`src/rtl/quiz_round_ctrl.sv`:
```
// Two-player quiz round controller: debounced remote decode, answer judging, scoring.
// Optional build macro QUIZ_TIMEOUT_EN adds a WAIT timeout that abandons the question.
module quiz_round_ctrl #(
  parameter int DEBOUNCE_CYC = 4,
  parameter int TIMEOUT_CYC  = 1000,
  parameter int NUM_Q        = 10,
  parameter int WIN_SCORE    = 5
) (
  input  logic       clk,
  input  logic       rst,
  input  logic       start,
  input  logic [7:0] joy_n,
  input  logic [3:0] q_ans,
  output logic [3:0] q_idx,
  output logic [2:0] score_p1,
  output logic [2:0] score_p2,
  output logic [2:0] phase,
  output logic       hit,
  output logic       miss,
  output logic       beep
);

  localparam logic [2:0] ST_IDLE  = 3'd0;
  localparam logic [2:0] ST_ASK   = 3'd1;
  localparam logic [2:0] ST_WAIT  = 3'd2;
  localparam logic [2:0] ST_JUDGE = 3'd3;
  localparam logic [2:0] ST_OVER  = 3'd4;

  localparam int CW = $clog2(DEBOUNCE_CYC + 1);
  localparam logic [CW-1:0] DEB_MAX  = CW'(DEBOUNCE_CYC);
  localparam logic [3:0]    Q_LAST   = 4'(NUM_Q - 1);
  localparam logic [2:0]    WIN_VAL  = 3'(WIN_SCORE);

`ifdef QUIZ_TIMEOUT_EN
  localparam int TW = $clog2(TIMEOUT_CYC + 1);
  localparam logic [TW-1:0] TO_LIM = TW'(TIMEOUT_CYC);
  logic [TW-1:0] to_cnt_q, to_cnt_d;
`endif

  logic [7:0]    prev_q, prev_d;
  logic [CW-1:0] cnt_q, cnt_d;
  logic          rel_pend_q, rel_pend_d;
  logic          acc_q, acc_d;
  logic          acc_p2_q, acc_p2_d;
  logic [1:0]    acc_ans_q, acc_ans_d;

  logic [2:0]    phase_q, phase_d;
  logic [3:0]    q_idx_q, q_idx_d;
  logic [2:0]    score_p1_q, score_p1_d;
  logic [2:0]    score_p2_q, score_p2_d;
  logic          lock1_q, lock1_d;
  logic          lock2_q, lock2_d;
  logic          jp2_q, jp2_d;
  logic [1:0]    jans_q, jans_d;
  logic          hit_q, hit_d;
  logic          miss_q, miss_d;

  logic          pat_legal;
  logic          pat_p2;
  logic [1:0]    pat_ans;
  logic          stable;
  logic          accept;

  // Debounce: run length of an unchanged joy_n value, saturating at DEBOUNCE_CYC.
  always_comb begin
    pat_legal = 1'b1;
    pat_p2    = 1'b0;
    pat_ans   = 2'd0;
    case (joy_n)
      8'h7F: pat_ans = 2'd0;
      8'hBF: pat_ans = 2'd1;
      8'hDF: pat_ans = 2'd2;
      8'hEF: pat_ans = 2'd3;
      8'hF7: begin pat_p2 = 1'b1; pat_ans = 2'd0; end
      8'hFB: begin pat_p2 = 1'b1; pat_ans = 2'd1; end
      8'hFD: begin pat_p2 = 1'b1; pat_ans = 2'd2; end
      8'hFE: begin pat_p2 = 1'b1; pat_ans = 2'd3; end
      default: pat_legal = 1'b0;
    endcase

    prev_d = joy_n;
    if (joy_n != prev_q) begin
      cnt_d = CW'(1);
    end else if (cnt_q == DEB_MAX) begin
      cnt_d = DEB_MAX;
    end else begin
      cnt_d = cnt_q + CW'(1);
    end
    stable = (cnt_d == DEB_MAX);
    accept = stable && pat_legal && !rel_pend_q;

    // A press must be followed by a fully released remote before the next one counts.
    rel_pend_d = rel_pend_q;
    if (accept) begin
      rel_pend_d = 1'b1;
    end else if (stable && (joy_n == 8'hFF)) begin
      rel_pend_d = 1'b0;
    end

    acc_d     = accept;
    acc_p2_d  = pat_p2;
    acc_ans_d = pat_ans;
  end

  logic [3:0] q_next;
  logic [3:0] ans_val;
  logic       correct;
  logic [2:0] cur_score;
  logic [2:0] new_score;
  logic       acc_locked;

  always_comb begin
    q_next     = (q_idx_q == Q_LAST) ? 4'd0 : q_idx_q + 4'd1;
    ans_val    = {2'b00, jans_q} + 4'd1;
    correct    = (ans_val == q_ans);
    cur_score  = jp2_q ? score_p2_q : score_p1_q;
    new_score  = (cur_score >= WIN_VAL) ? cur_score : cur_score + 3'd1;
    acc_locked = acc_p2_q ? lock2_q : lock1_q;
  end

  // Round FSM: ask, wait for an unlocked answer, judge, then next question or game over.
  always_comb begin
    phase_d    = phase_q;
    q_idx_d    = q_idx_q;
    score_p1_d = score_p1_q;
    score_p2_d = score_p2_q;
    lock1_d    = lock1_q;
    lock2_d    = lock2_q;
    jp2_d      = jp2_q;
    jans_d     = jans_q;
    hit_d      = 1'b0;
    miss_d     = 1'b0;
`ifdef QUIZ_TIMEOUT_EN
    to_cnt_d   = to_cnt_q;
`endif

    case (phase_q)
      ST_IDLE: begin
        score_p1_d = 3'd0;
        score_p2_d = 3'd0;
        q_idx_d    = 4'd0;
        if (start) begin
          phase_d = ST_ASK;
        end
      end

      ST_ASK: begin
        lock1_d = 1'b0;
        lock2_d = 1'b0;
`ifdef QUIZ_TIMEOUT_EN
        to_cnt_d = '0;
`endif
        phase_d = ST_WAIT;
      end

      ST_WAIT: begin
`ifdef QUIZ_TIMEOUT_EN
        to_cnt_d = to_cnt_q + TW'(1);
`endif
        if (acc_q && !acc_locked) begin
          jp2_d   = acc_p2_q;
          jans_d  = acc_ans_q;
          phase_d = ST_JUDGE;
        end
`ifdef QUIZ_TIMEOUT_EN
        else if (to_cnt_d >= TO_LIM) begin
          q_idx_d = q_next;
          phase_d = ST_ASK;
        end
`endif
      end

      ST_JUDGE: begin
        if (correct) begin
          hit_d = 1'b1;
          if (jp2_q) begin
            score_p2_d = new_score;
          end else begin
            score_p1_d = new_score;
          end
          q_idx_d = q_next;
          phase_d = (new_score == WIN_VAL) ? ST_OVER : ST_ASK;
        end else begin
          miss_d = 1'b1;
          if (jp2_q) begin
            lock2_d = 1'b1;
          end else begin
            lock1_d = 1'b1;
          end
          if (jp2_q ? lock1_q : lock2_q) begin
            q_idx_d = q_next;
            phase_d = ST_ASK;
          end else begin
            phase_d = ST_WAIT;
          end
        end
      end

      ST_OVER: begin
        if (start) begin
          score_p1_d = 3'd0;
          score_p2_d = 3'd0;
          q_idx_d    = 4'd0;
          phase_d    = ST_ASK;
        end
      end

      default: phase_d = ST_IDLE;
    endcase
  end

  // Reset leaves a release wait pending so a button held through reset is not taken.
  always_ff @(posedge clk or posedge rst) begin
    if (rst) begin
      prev_q     <= 8'hFF;
      cnt_q      <= '0;
      rel_pend_q <= 1'b1;
      acc_q      <= 1'b0;
      acc_p2_q   <= 1'b0;
      acc_ans_q  <= 2'd0;
      phase_q    <= ST_IDLE;
      q_idx_q    <= 4'd0;
      score_p1_q <= 3'd0;
      score_p2_q <= 3'd0;
      lock1_q    <= 1'b0;
      lock2_q    <= 1'b0;
      jp2_q      <= 1'b0;
      jans_q     <= 2'd0;
      hit_q      <= 1'b0;
      miss_q     <= 1'b0;
`ifdef QUIZ_TIMEOUT_EN
      to_cnt_q   <= '0;
`endif
    end else begin
      prev_q     <= prev_d;
      cnt_q      <= cnt_d;
      rel_pend_q <= rel_pend_d;
      acc_q      <= acc_d;
      acc_p2_q   <= acc_p2_d;
      acc_ans_q  <= acc_ans_d;
      phase_q    <= phase_d;
      q_idx_q    <= q_idx_d;
      score_p1_q <= score_p1_d;
      score_p2_q <= score_p2_d;
      lock1_q    <= lock1_d;
      lock2_q    <= lock2_d;
      jp2_q      <= jp2_d;
      jans_q     <= jans_d;
      hit_q      <= hit_d;
      miss_q     <= miss_d;
`ifdef QUIZ_TIMEOUT_EN
      to_cnt_q   <= to_cnt_d;
`endif
    end
  end

  assign q_idx    = q_idx_q;
  assign score_p1 = score_p1_q;
  assign score_p2 = score_p2_q;
  assign phase    = phase_q;
  assign hit      = hit_q;
  assign miss     = miss_q;
  assign beep     = (phase_q == ST_OVER);

endmodule

```
`config.mk`:
```
export PLATFORM = sky130hd
export DESIGN_NAME = quiz_round_ctrl
export DESIGN_NICKNAME = d
export VERILOG_FILES = /design/src/rtl/quiz_round_ctrl.sv
export SDC_FILE = /design/constraint.sdc
export NUM_CORES = 1
export LEC_CHECK = 0
export ABC_AREA = 1
export CORE_ASPECT_RATIO = 1.4
export CORE_MARGIN = 2
export CORE_UTILIZATION = 25
export CTS_CLUSTER_SIZE = 25
export DETAILED_ROUTE_END_ITERATION = 6
export PLACE_DENSITY = 0.49
export SYNTH_ARGS = -nofsm -noshare
export SYNTH_HDL_FRONTEND = slang
export SYNTH_SLANG_ARGS = --single-unit
```
`constraint.sdc`:
```
create_clock -name clk -period 1.4 [get_ports clk]
set_input_delay 0.28 -clock clk [delete_from_list [all_inputs] [get_ports clk]]
set_output_delay 0.28 -clock clk [all_outputs]
set_load 0.01 [all_outputs]
```
; Word-level counts from Yosys, hierarchy flattened
; Cells that the tools add are included.
[totals]
out_inout_bits = 16
reg_bits = 36
elab_cells = 110
[classes]
mux = 39
addsub = 4
reduce_logical = 23
n_eq_ne = 27
n_lt_le_gt_ge = 1
[op_table]
columns = op, count
row1 = $eq 8x8->1 const B, 8
row2 = $mux 3, 13
row3 = $pmux 3 s3, 2
row4 = $mux 4, 4
row5 = $mux 1, 14
row6 = $eq 3x3->1 const B, 4
row7 = $ne 2x2->1 const B, 6
row8 = $pmux 3 s4, 1
row9 = $pmux 4 s3, 1
row10 = $reduce_and 3->1, 3
row11 = $eq 8x7->1 const B, 1
row12 = $ne 8x8->1, 1
row13 = $reduce_and 4->1, 2
row14 = $reduce_or 2->1, 4
row15 = $reduce_or 8->1, 1
row16 = $add 3x1->3 const B, 2
row17 = $eq 3x2->1 const B, 2
row18 = $pmux 2 s3, 1
row19 = $add 4x1->4 const B, 1
row20 = $eq 3x4->1, 1
row21 = $eq 4x4->1 const B, 1
row22 = $logic_and 1x1->1, 4
row23 = $pmux 1 s2, 2
row24 = $reduce_and 2->1, 2
row25 = other kinds (11), 13

; Logic depth before layout (Yosys ltp)
; Gate-level depths: netlist (run 1).
[depth]
word_depth = 7
depth_mapped = 14
depth_no_buf = 14

; Least setup slack after synthesis (run 1)
; Ideal clock, no wire load.
[synth_timing]
kind = flip-flop to flip-flop
start = register jp2_q
end = register phase_q[0] (netlist: phase[0])
arrival_time_ns = 1.465
stages_incl_launch_ff = 15
setup_time_ns = 0.077
setup_slack_ns = -0.142
t_required_ns = 1.323
period_less_slack_ns = 1.542
path_cell_list = dfrtp_1 -> inv_1 -> nand2_1 -> nand2_2 -> inv_1 -> ha_1 -> inv_1 -> nand3_1 -> nor2_1 -> nand2_1 -> nand2_1 -> nor2_1 -> nand3_1 -> nand2_1 -> a21oi_1
[synth_between]
elab_chain_cells = 7
word_cells_on_any_way = 10
classes_between = add/sub: 1 / order compare: 1 / eq/ne: 1 / mux: 7
[synth_lines]
columns = element, line
row1 = start: declaration, 53  ; logic jp2_q, jp2_d;
row2 = start signal: assignment, 247  ; jp2_q <= jp2_d;
row3 = $mux 3, 116  ; cur_score = jp2_q ? score_p2_q : score_p1_q;
row4 = $add 3x1->3 / $ge 3x3->1 (equally long branches), 117  ; new_score = (cur_score >= WIN_VAL) ? cur_score : cur_score + 3'd1;
row5 = $mux 3, 117
row6 = $eq 3x3->1, 182  ; phase_d = (new_score == WIN_VAL) ? ST_OVER : ST_ASK;
row7 = $mux 3, 182
row8 = $mux 3 *, 174  ; if (correct) begin
row9 = $pmux 3 s4 *, 137  ; case (phase_q)
row10 = end signal: assignment, 241  ; phase_q <= phase_d;
row11 = end: declaration, 47  ; logic [2:0] phase_q, phase_d;
; Mark *: on every way between the ends. The rest lies on a longest branch, timed or not.
; A chain may end at the register's enable or synchronous reset.

; Worst setup path in the final report (run 1)
; Same ends and word-level chain as after synthesis.

==> impl_metrics.py, run 1 <==
metrics = {
    "clocking": {
        "cts_root_buf": "clkbuf_16",
        "clock_latency_ns": 0.28,
        "cts_buffers": 5,
        "clk_pin_slew_ns": 0.05,
        "h-tree-depth": 2,
        "clock_sinks": 36,
        "cts_tree": "done",
        "cts_max_path_buffers": 2,
    },
    "status": {
        "violations": "setup timing",
        "run_status": "complete, but fails checks",
    },
    "timing": {
        "worst_pin_slew_ns": 0.334,
        "hold_violations": 0,
        "fin_ws_ns": -0.241,
        "finalMaxSlewViolations": 0,
        "max_freq_mhz": 610,
        "finalSetupTns_ns": -2.21,
        "finalSetupViolations": 15,
        "rsz0062_at_grt": "true",
        "skew_ns": 0.00382,
        "max_slew_margin_pct": 77.1,
        "final.min_clock_period_ns": 1.64,
        "fin_crit_sh_pct": 117,
        "fin_hold_ws_ns": 0.300,
    },
    "floorplan": {
        "die_area_sq_um": 9030,
        "die_x_microns": 80.9,
        "num_io_pins": 31,
        "core_sq_um": 8100,
        "initial_utilization_pct": 25.5,
        "die_h_microns": 112,
        "rows": 39,
    },
    "synth": {
        "synthMuxAreaShare_pct": 1.03,
        "synth-compound-area-share_pct": 7.14,
        "ys_seq_area_share_pct": 44.1,
        "synth-simple-area-share_pct": 30.2,
        "syn_inst": 254,
        "synth_top_family_by_area": "simple AND/OR/NAND/NOR gates",
        "yosysUniqueCellTypes": 31,
        "yosysWarnings": 0,
        "synth_fa_ha_area_share_pct": 4.23,
        "synth-xor-area-share_pct": 4.23,
        "synth_area_sq_um": 2070,
        "synth_area_per_cell_sq_um": 8.14,
        "synth-seq-cells": 36,
        "synth_fp_nets": 276,
    },
    "run": {
        "max_cap_viol_count": 0,
    },
    "global_route": {
        "grt_use_total_pct": 11.9,
        "antenna_found_initial": 0,
        "grt_first_pass_wirelength_mm": 8.36,
        "grt_max_degree": 37,
        "grt_pass1_vias": 1950,
        "grt_overflow": 0,
    },
    "cells_and_area": {
        "final_cell_mix": "buf_4 (46), nand2_1 (45), inv_1 (33)",
        "final_common_cell": "buf_4",
        "layout.nets": 363,
        "utilization_pct": 39.4,
        "synthToLayoutAreaGrowth_pct": 54.1,
        "drive_above_1_share_pct": 40.6,
        "antenna_cells": 0,
    },
    "hold_path": {
        "hp-start": "joy_n[1]",
        "hold_end": "prev_q[1]",
        "min_path_type": "in -> reg",
        "hold_path_depth": 1,
    },
    "routing": {
        "wl_per_cell_microns": 10.8,
        "viasPerCell": 4.21,
        "dr_total_vias": 1870,
        "firstDrtPassIters": 4,
        "drcViolationCount": 0,
        "drt_wl_total_mm": 4.80,
        "drt_iter0_drc": 65,
        "ant_nets": 0,
    },
    "placed_design": {
        "dp_hpwl_mm": 3.69,
        "place_worst_setup_slack_ns": -0.400,
        "gp_congestion": 0.799,
        "port-buffer-count": 30,
    },
    "worst_setup_path": {
        "rrSetupSlack_ns": -0.24,
        "r2r_cells": 11,
        "r2r_end": "phase[0]",
        "arrival_ns": 1.80,
        "crit_fanout": 6,
        "cp-end-kind": "flop",
        "start_kind": "flop",
        "reg2reg_from": "jp2_q",
        "critPathKind": "reg -> reg",
        "cp.required_ns": 1.56,
    },
    "pwr": {
        "p_leak_uw": 0.00160,
        "ir_drop_mv": 0.398,
        "p_per_area_nw_per_um2": 741,
        "totalPowerFinal_uw": 2360,
    },
}
## flip-flops by register name, indices dropped and copies added, names as in the netlist, 2 cells and up
name       count
prev_q         8
phase          3
jans_q         2
score_p2       3
score_p1       3
cnt_q          3
acc_ans_q      2
q_idx          4
## cells in the mapped netlist
cell,n,area (sq um)
a21oi_1,8,40.0
buf_6,1,11.3
clkinv_4,1,8.76
dfrtp_1,27,676
dfstp_2,9,236
ha_1,7,87.6
inv_1,40,150
inv_2,3,11.3
inv_4,1,6.26
mux2_2,1,11.3
mux2i_1,1,10.0
nand2_1,59,221
nand2_2,8,50.1
nand2_4,2,22.5
nand3_1,13,65.1
nand3_2,5,50.1
nand3b_1,2,15.0
nand4_1,4,25.0
nor2_1,21,78.8
nor2_2,5,31.3
nor2_4,2,22.5
nor3_1,2,10.0
nor3_2,2,20.0
o211ai_1,2,15.0
o21ai_0,6,30.0
o21ai_1,6,30.0
o21ai_2,3,26.3
o22ai_1,1,6.26
or2_1,1,6.26
or2_2,1,6.26
xor2_1,10,87.6
## per-layer routing
layer / up-vias / wire (microns) / track usage, %
met4: 0 / 95 / 4.29
li1: 973 / - / -
met2: 31 / 2760 / 22.5
met1: 858 / 1750 / 12.2
met5: - / 0 / 0
met3: 8 / 205 / 2.84
## critical path, stage by stage, from the launching register on
cell and delay [ns]:
dfrtp_2 0.46, inv_2 0.09, nand2_2 0.05, nand2_2 0.07, inv_2 0.05, ha_4 0.25, inv_1 0.05, a21oi_4 0.16
buf_4 0.13, nand3_2 0.08, nand2_1 0.07, a21oi_1 0.06
## logic make-up (layout without fill, tap and decap cells)
group / Yosys count / in the layout
fa+ha+maj: 7 / 7
buf+inv: 46 / 134
mux: 2 / 2
simple gates: 127 / 127
xor+xnor: 10 / 10
flops: 36 / 36
compound gates: 26 / 26
## metrics by stage
step / cell area, sq um / instances
floorplan: 2090 / 254
global placement: 2840 / 427
detailed placement: 2840 / 427
CTS: 3090 / 443
global route: 3190 / 444
finish: 3190 / 444
## timing repair
action                                  in CTS  in global routing
buffers inserted                             8                  2
resized for setup                           53                 29
endpoints found under the setup margin      35                 22
hold buffers                                 0                  0
pin swaps                                   22                 23
## power by group
| group | internal [uW] | total, uW | switching (uW) |
|---|---|---|---|
| Sequential | 1070 | 1080 | 8.51 |
| Combinational | 103 | 229 | 126 |
| Clock | 657 | 1060 | 399 |
## final cells by class
class / count / area, sq um
fill: 852 / 4910
clock inverter: 1 / 5.00
multi-input combinational: 172 / 1140
clock buffer: 7 / 133
tap: 102 / 128
timing repair buffer: 81 / 687
sequential: 36 / 913
inverter: 45 / 181
## worst max-delay path by stage
stage	from	to	cells after the start	slack (ns)
2_1_floorplan	jp2_q	phase[0]	14	-0.09
3_3_place_gp	joy_n[6]	rel_pend_q	11	-0.38
3_5_place_dp	joy_n[6]	rel_pend_q	11	-0.40
4_1_cts	jans_q[1]	score_p2[0]	8	-0.20
5_1_grt	jp2_q	score_p1[1]	11	-0.34
6_report	jp2_q	phase[0]	11	-0.24
(Power assumes the default switching activity.)
==> run 2: changes to the inputs <==
--- a/config.mk
+++ b/config.mk
@@ -12,6 +12,7 @@
 export CTS_CLUSTER_SIZE = 25
 export DETAILED_ROUTE_END_ITERATION = 6
 export PLACE_DENSITY = 0.49
+export RECOVER_POWER = 25
 export SYNTH_ARGS = -nofsm -noshare
 export SYNTH_HDL_FRONTEND = slang
 export SYNTH_SLANG_ARGS = --single-unit
==> constraint.sdc (replaced) <==
create_clock -name clk -period 1.4 [get_ports clk]
set_input_delay 0.28 -clock clk [delete_from_list [all_inputs] [get_ports clk]]
set_output_delay 0.28 -clock clk [all_outputs]
set_load 0.05 [all_outputs]
==> run 2 against run 1 <==
- the flow still finishes with violations (setup timing)
- fmax rose by 2.8%
- clock skew increased by 0.0015 ns
- critical path depth rose by 3
- clock-buffer cell count decreased by 2
- routed wire length is 4.0% lower
- via count shrank 0.32%
- global-route usage is 0.65 points lower
- non-clock buffer count rose by 1
- largest cell class unchanged
==> impl_metrics.py, run 2 (synthesized netlist as in run 1, its figures left out) <==
metrics = {
    "hold_path": {
        "min_path_type": "in -> reg",
        "hp-start": "joy_n[4]",
        "hold_path_depth": 1,
        "hold_end": "prev_q[4]",
    },
    "pwr": {
        "switching_share_pct": 19.4,
        "ir_drop_mv": 0.611,
        "p_sw_uw": 571,
        "p_int_uw": 2370,
        "p_per_area_nw_per_um2": 876,
        "pwr-share-clk_pct": 55.5,
        "power_frac_comb_pct": 7.9,
        "p_leak_uw": 0.00163,
        "totalPowerFinal_uw": 2940,
        "p_seq_share_pct": 36.6,
    },
    "routing": {
        "wl_met2_mm": 2.77,
        "firstDrtPassIters": 4,
        "drt_iter0_drc": 50,
        "drcViolationCount": 0,
        "routed.top_layer": "met4",
        "wl_met3_microns": 125,
        "viasPerCell": 4.19,
        "wl_per_cell_microns": 10.4,
        "wl_met1_mm": 1.65,
        "dr_total_vias": 1864,
        "ant_nets": 0,
        "drt_wl_total_mm": 4.61,
    },
    "worst_setup_path": {
        "cp.required_ns": 1.61,
        "crit_fanout": 5,
        "reg2reg_from": "jp2_q",
        "r2r_end": "phase[0]",
        "cp-end-kind": "flop",
        "rrSetupSlack_ns": -0.20,
        "arrival_ns": 1.80,
        "start_kind": "flop",
        "r2r_cells": 14,
        "critPathKind": "reg -> reg",
    },
    "placed_design": {
        "place_worst_setup_slack_ns": -0.388,
        "port-buffer-count": 30,
        "gp_congestion": 0.809,
        "dp_hpwl_mm": 3.59,
    },
    "timing": {
        "hold_violations": 0,
        "rsz0062_at_grt": "true",
        "final.min_clock_period_ns": 1.60,
        "finalSetupTns_ns": -2.35,
        "fin_crit_sh_pct": 114,
        "finalSetupViolations": 18,
        "skew_ns": 0.00532,
        "fin_ws_ns": -0.196,
        "max_freq_mhz": 627,
        "fin_hold_ws_ns": 0.289,
        "max_slew_margin_pct": 40.7,
        "worst_pin_slew_ns": 0.890,
        "finalMaxSlewViolations": 0,
    },
    "floorplan": {
        "rows": 39,
        "die_h_microns": 112,
        "die_x_microns": 80.9,
        "die_area_sq_um": 9030,
        "num_io_pins": 31,
        "initial_utilization_pct": 25.5,
        "core_sq_um": 8100,
    },
    "status": {
        "run_status": "complete, but fails checks",
        "violations": "setup timing",
    },
    "global_route": {
        "grt_pass1_vias": 1886,
        "grt_overflow": 0,
        "grt_first_pass_wirelength_mm": 7.96,
        "grt_use_total_pct": 11.2,
        "antenna_found_initial": 0,
        "grt_max_degree": 37,
    },
    "clocking": {
        "ctsHoldBuffers": 0,
        "clk_pin_slew_ns": 0.06,
        "cts_root_buf": "clkbuf_16",
        "cts_tree": "done",
        "cts_max_path_buffers": 2,
        "clock_latency_ns": 0.28,
        "h-tree-depth": 2,
        "clock_sinks": 36,
        "cts_buffers": 5,
    },
    "cells_and_area": {
        "drive_above_1_share_pct": 43.4,
        "final_common_cell": "nand2_1",
        "layout.nets": 364,
        "top_register": "prev_q",
        "nFillCells": 834,
        "antenna_cells": 0,
        "final_cell_mix": "nand2_1 (53), buf_4 (45), inv_1 (33)",
        "seqCellArea_sq_um": 922,
        "multiInputGateArea_sq_um": 1060,
        "synthToLayoutAreaGrowth_pct": 62.4,
        "largest_reg_flops": 8,
    },
    "run": {
        "max_cap_viol_count": 0,
    },
}
## run 2: layer usage
layer	GRT usage, %	vias up
met3	2.43	6
met2	22.4	27
met5	0	-
met1	10.6	860
met4	4.07	0
li1	-	971
## run 2: final cells by class
| type | instances | share of cell area, % |
|---|---|---|
| Tap cell | 102 | 3.80 |
| Clock inverter | 3 | 2.68 |
| Multi-Input combinational cell | 172 | 31.6 |
| Inverter | 45 | 5.33 |
| Clock buffer | 5 | 3.72 |
| Sequential cell | 36 | 27.4 |
| Timing Repair Buffer | 82 | 25.4 |
## run 2: what timing repair did
| action | 4_1_cts | 5_1_grt |
|---|---|---|
| pin swaps | 17 | 10 |
| setup buffers | 9 | 3 |
| hold endpoints to repair | 0 | 0 |
| gates resized for setup | 17 | 19 |
| setup endpoints to repair | 21 | 24 |
## run 2: power groups by stage
stage | registers, uW | logic (uW) | clock network (uW)
2_1_floorplan | 1100 | 100 | 0
3_3_place_gp | 1100 | 232 | 0
3_5_place_dp | 1100 | 235 | 0
4_1_cts | 1080 | 236 | 1680
5_1_grt | 1080 | 258 | 1720
6_report | 1080 | 231 | 1630
## run 2: stage by stage
step                      util [%]  instances  instance area, sq um
final                         41.5        445                  3360
after global routing          41.5        445                  3360
after CTS                     40.8        443                  3310
after detailed placement      37.2        427                  3010
after global placement        37.2        427                  3010
after floorplan                  -        254                  2110
## run 2: worst max-delay path, stage by stage (launching register included)
cell,delay (ns)
dfrtp_2,0.43
inv_2,0.10
nand2_2,0.05
nand2_2,0.08
inv_2,0.06
ha_4,0.16
inv_4,0.05
nand3_2,0.06
nor2_2,0.08
nand2_1,0.07
nand2_1,0.06
nor2_1,0.04
nand3_1,0.09
nand2_1,0.07
a21oi_2,0.12
## run 2: how the worst max path moves through the flow
stage             endpoint  depth (start not counted)      from
2_1_floorplan     q_idx[1]                         10  phase[1]
5_1_grt           phase[0]                         14     jp2_q
6_report          phase[0]                         14     jp2_q
4_1_cts           phase[0]                         14     jp2_q
3_5_place_dp   score_p1[0]                         10  q_ans[0]
3_3_place_gp   score_p1[1]                         10  q_ans[0]
